===== config.mk =====
export PLATFORM = sky130hd
export DESIGN_NAME = serial_subtractor
export DESIGN_NICKNAME = d
export VERILOG_FILES = /design/src/rtl/serial_arith_pkg.sv /design/src/rtl/serial_subtractor_fa_cell.sv /design/src/rtl/serial_subtractor.sv
export SDC_FILE = /design/constraint.sdc
export NUM_CORES = 1
export LEC_CHECK = 0
export BUFFER_PORTS_ARGS = -buffer_cell sky130_fd_sc_hd__buf_4
export CORE_MARGIN = 2
export CORE_UTILIZATION = 50
export CTS_BUF_LIST = sky130_fd_sc_hd__clkbuf_8
export CTS_CLUSTER_SIZE = 28
export DETAILED_ROUTE_END_ITERATION = 16
export PLACE_DENSITY = 0.8
export SYNTH_ARGS = -nofsm -noshare
export SYNTH_HDL_FRONTEND = slang
export SYNTH_SLANG_ARGS = --single-unit

===== constraint.sdc =====
create_clock -name clk -period 1.3 [get_ports clk]
set_input_delay 0.26 -clock clk [delete_from_list [all_inputs] [get_ports clk]]
set_output_delay 0.26 -clock clk [all_outputs]
set_load 0.05 [all_outputs]

===== src/rtl/serial_arith_pkg.sv =====
// Shared definitions for the bit-serial arithmetic blocks.
package serial_arith_pkg;

  typedef enum logic [1:0] {
    IDLE  = 2'd0,
    SHIFT = 2'd1,
    DONE  = 2'd2
  } state_e;

  // Subtraction is a + ~b + 1, so the serial carry starts at one.
  localparam logic SUB_CARRY_INIT = 1'b1;

endpackage


===== src/rtl/serial_subtractor_fa_cell.sv =====
// Gate-level full adder cell shared by the serial arithmetic blocks.
module fa_cell (
  output wire sum,
  output wire carryout,
  input  wire a,
  input  wire b,
  input  wire carryin
);

  wire p;
  wire g;
  wire t;

  xor x0 (p, a, b);
  xor x1 (sum, p, carryin);
  and a0 (g, a, b);
  and a1 (t, p, carryin);
  or  o0 (carryout, g, t);

endmodule


===== src/rtl/serial_subtractor.sv =====
// Bit-serial a - b using one full-adder cell over WIDTH cycles, with
// valid/ready handshakes on the operand and result sides.
module serial_subtractor
  import serial_arith_pkg::*;
#(
  parameter int WIDTH = 8
) (
  input  logic             clk,
  input  logic             rst_n,
  input  logic             start_valid,
  output logic             start_ready,
  input  logic [WIDTH-1:0] a,
  input  logic [WIDTH-1:0] b,
  output logic             res_valid,
  input  logic             res_ready,
  output logic [WIDTH-1:0] diff,
  output logic             borrow,
  output logic             overflow,
  output logic             zero
);

  localparam int CW = $clog2(WIDTH + 1);

  state_e           state_q;
  logic [WIDTH-1:0] a_sh_q;
  logic [WIDTH-1:0] b_sh_q;
  logic [WIDTH-1:0] diff_q;
  logic [WIDTH-1:0] diff_d;
  logic [CW-1:0]    cnt_q;
  logic             carry_q;
  logic             borrow_q;
  logic             overflow_q;
  logic             b_inv;
  logic             sum_w;
  logic             cout_w;
  logic             last_w;

  assign b_inv  = ~b_sh_q[0];
  assign last_w = (cnt_q == CW'(WIDTH - 1));

  fa_cell u_fa (
    .sum     (sum_w),
    .carryout(cout_w),
    .a       (a_sh_q[0]),
    .b       (b_inv),
    .carryin (carry_q)
  );

  // Result bits enter at the MSB so the LSB lands at bit 0 after WIDTH shifts.
  generate
    if (WIDTH == 1) begin : g_diff_w1
      assign diff_d = sum_w;
    end else begin : g_diff_wn
      assign diff_d = {sum_w, diff_q[WIDTH-1:1]};
    end
  endgenerate

  always_ff @(posedge clk or negedge rst_n) begin
    if (!rst_n) begin
      state_q    <= IDLE;
      a_sh_q     <= '0;
      b_sh_q     <= '0;
      diff_q     <= '0;
      cnt_q      <= '0;
      carry_q    <= SUB_CARRY_INIT;
      borrow_q   <= 1'b0;
      overflow_q <= 1'b0;
    end else begin
      case (state_q)
        IDLE: begin
          if (start_valid) begin
            a_sh_q  <= a;
            b_sh_q  <= b;
            carry_q <= SUB_CARRY_INIT;
            cnt_q   <= '0;
            state_q <= SHIFT;
          end
        end
        SHIFT: begin
          diff_q  <= diff_d;
          a_sh_q  <= a_sh_q >> 1;
          b_sh_q  <= b_sh_q >> 1;
          carry_q <= cout_w;
          cnt_q   <= cnt_q + CW'(1);
          if (last_w) begin
            overflow_q <= carry_q ^ cout_w;
            borrow_q   <= ~cout_w;
            state_q    <= DONE;
          end
        end
        DONE: begin
          if (res_ready) begin
            state_q <= IDLE;
          end
        end
        default: state_q <= IDLE;
      endcase
    end
  end

  assign start_ready = (state_q == IDLE);
  assign res_valid   = (state_q == DONE);
  assign diff        = diff_q;
  assign borrow      = borrow_q;
  assign overflow    = overflow_q;
  assign zero        = (diff_q == '0);

endmodule


==> impl_results.md <==
* CP startpoint kind: flip-flop
* Synth area leaders: dfrtp_1 (49%), nand2_1 (9.7%), a22oi_2 (7.7%)
* Worst-path clk slew at 0.07 ns
* Top cell type's share of synthesized area at 0.493
* Hold Fails Final Rpt at 0
* Slew Limit Fails at 0
* # IOs at 33
* Overall power after layout at 6090 µW
* Max stage delay on crit path at 0.55 ns
* Vias/cell at 5.36
* Tmin final at between 1.5 and 2 ns
* Post-layout net count at 236
* Max-slew headroom at 0.717
* Vias at 1389
* Initial antenna violation count at 0
* Power Dens Cells at 2470 mW/mm²
* Vias in the first global route at 1295
* Sequential fraction of the synthesis area at 0.509
* Layout Cells excl Fill at between 200 and 300
* CTS max path bufs at 2
* Row Count at 20
* Met3 routed WL at 174 µm
* Required @ worst endpoint at between 1 and 1.5 ns
* Met2 wire length at 2230 µm
* Antenna Diode Count at 0
* Slowest CP cell: or4_4
* Final WL at 4200 µm
* Die area at about 0.0037 mm²
* Die Width at 61.0 µm
* CP Max Fanout at 2
* Hold Path Origin: b[3]
* Leakage at between 0.001 and 0.0015 µW
* Antenna-violating nets left at 0
* Largest net degree at the start of global routing at 34
* Die height at 61.0 µm
* Post-Place Worst Slack at -0.187 ns
* Kind of critical path: flip-flop to primary output
* RSZ-0062 raised after global routing: true
* Synth Cell Area at approximately 0.0016 mm²
* First drt pass iteration count at 4
* HP Class: input port to flip-flop
* Setup ws final at -0.494 ns
* CP arrival at about 1.5 ns
* Main synth FF type: dfrtp_1
* Clock skew at between 0.004 and 0.005 ns
* Syn Area/Cell at between 10 and 15 µm²
* RR Startpoint: state_q[1]
* Total track usage at 0.230
* Residual DRC at 0
* Root cell of the clock tree: clkbuf_8
* Ys async rst share at 1.00
* Layout Area Growth over Synthesis at 51.6%
* Grt ovf at 0
* Post-DP HPWL at 2500 µm
* Area leader, netlist: dfrtp_1
* Failing checks: negative setup slack
* TritonCTS buffer count at 5
* Crit share post-route at 1.38
* Max_cap viols at 0
* Starting density of the core at 0.528
* F_max at 557 MHz
* Core box area at 0.00308 mm²
* Inst Count DP at 237
* H-tree depth at 2
* Synth cell types at 36
* CP cell instances: or4_4 > nor2_4 > buf_8
* Clock sink count at 33
* Post-synth EDFFs at 0
* Synth Instances at 148
* CTS tree: yes
* Yosys synthesis warning count at 0
* DRT iter0 DRCs at 51
* Flops & latches, synth at 33
* DRT met1 WL at 1740 µm
* Crit. Startpoint: diff[5]
* Mapped Nets at 170
* Fraction of layout cells with a size suffix above 1 at 0.614
* Clock latency at the later pin of the worst-skew pair at ~0.29 ns
* Routed len/inst at 16.2 µm
* Max VDD drop at roughly 1.3 mV
* Port-buffer cells at 32
* Slew @ Worst Pin at 0.425 ns
* Status: complete, but fails checks
* Crit. End Element: primary output
* Top layer in use: met4
* First-pass GRT wire length at 6140 µm
* Final setup viols at 11
* Routability cong. at 0.802
* Worst hold slack at 0.228 ns
## worst max-delay path: cells and delay by family (launching register included)
kind	cells	cell delay, ns
buf+inv	1	0.15
simple gates	2	0.68
flops	1	0.41
## flip-flops by register name (all words and copies together), names as in the netlist
name and cells:
b_sh_q 8, diff 8, borrow 1, state_q 2, cnt_q 4, a_sh_q 8, overflow 1, carry_q 1
## worst paths after layout
check | slack [ns] | cells past startpoint | end
worst max register to register | -0.06 | 5 | cnt_q[3]
worst max-delay path | -0.49 | 3 | zero
min in group asynchronous | 0.46 | 2 | state_q[1]
max in group asynchronous | 0.52 | 2 | carry_q
worst min register to register | 0.51 | 2 | b_sh_q[1]
worst min-delay path | 0.23 | 3 | b_sh_q[3]
## cells in the mapped netlist (2+ instances only)
cell type   n
a22o_1      2
a22oi_1     4
a22oi_2    10
buf_2       2
buf_4       4
buf_6       2
dfrtp_1    32
inv_1       4
mux2i_1     2
nand2_1    42
nor2_1      5
o21ai_0     6
o21ai_2     9
or4_1       2
## area by class of cell
class | count | area, µm²
Multi-Input combinational cell | 102 | 815
Clock buffer | 7 | 96.3
Sequential cell | 33 | 835
Fill cell | 179 | 614
Timing Repair Buffer | 68 | 643
Inverter | 4 | 15.0
Clock inverter | 1 | 5.00
Tap cell | 44 | 55.1
## power breakdown
group | switching, µW | total (µW) | internal (µW)
combinational | 1820 | 3430 | 1610
clock | 389 | 868 | 479
sequential | 333 | 1790 | 1460
## logic make-up (layout without fill, tap and decap cells)
| kind of cell | Yosys count | in the layout | share of synthesized area |
|---|---|---|---|
| simple gates | 56 | 56 | 0.160 |
| compound gates | 40 | 40 | 0.226 |
| flops | 33 | 33 | 0.509 |
| buf+inv | 13 | 80 | 0.0600 |
| mux | 3 | 3 | 0.0192 |
| fa+ha+maj | 2 | 2 | 0.0200 |
| xor+xnor | 1 | 1 | 0.00539 |
## per-stage QoR
| stage | cell area, µm² | utilization | TNS (ns) |
|---|---|---|---|
| after floorplan | 1670 | - | -0.341 |
| after global placement | 2070 | 0.672 | -0.183 |
| after detailed placement | 2070 | 0.672 | -0.187 |
| after CTS | 2260 | 0.734 | -0.655 |
| after global routing | 2460 | 0.800 | -1.81 |
| final | 2460 | 0.800 | -0.889 |
## timing repair
item                                    4_1_cts  5_1_grt
resized for setup                            11       35
pin swaps                                     6       21
hold endpoints to repair                     32        0
buffers inserted                              6        6
hold buffers                                  1        0
gates cloned                                  0        1
endpoints found under the setup margin        4       36
## per-layer routing
metal  track usage  vias up
met5             0        -
met4        0.0683        0
met3        0.0693        5
met2         0.376       37
met1         0.299      701
li1              -      646
## layout by cell type, fill, tap and decap left out, drive strengths merged, types with 2 or more instances in the layout
cell,count
buf,66
nand2,42
dfrtp,32
o21ai,15
a22oi,14
clkbuf,8
nor2,5
inv,4
nor2b,2
or4,2
a22o,2
nand2b,2
mux2i,2
Note: power is estimated with default switching activity, not from simulation.
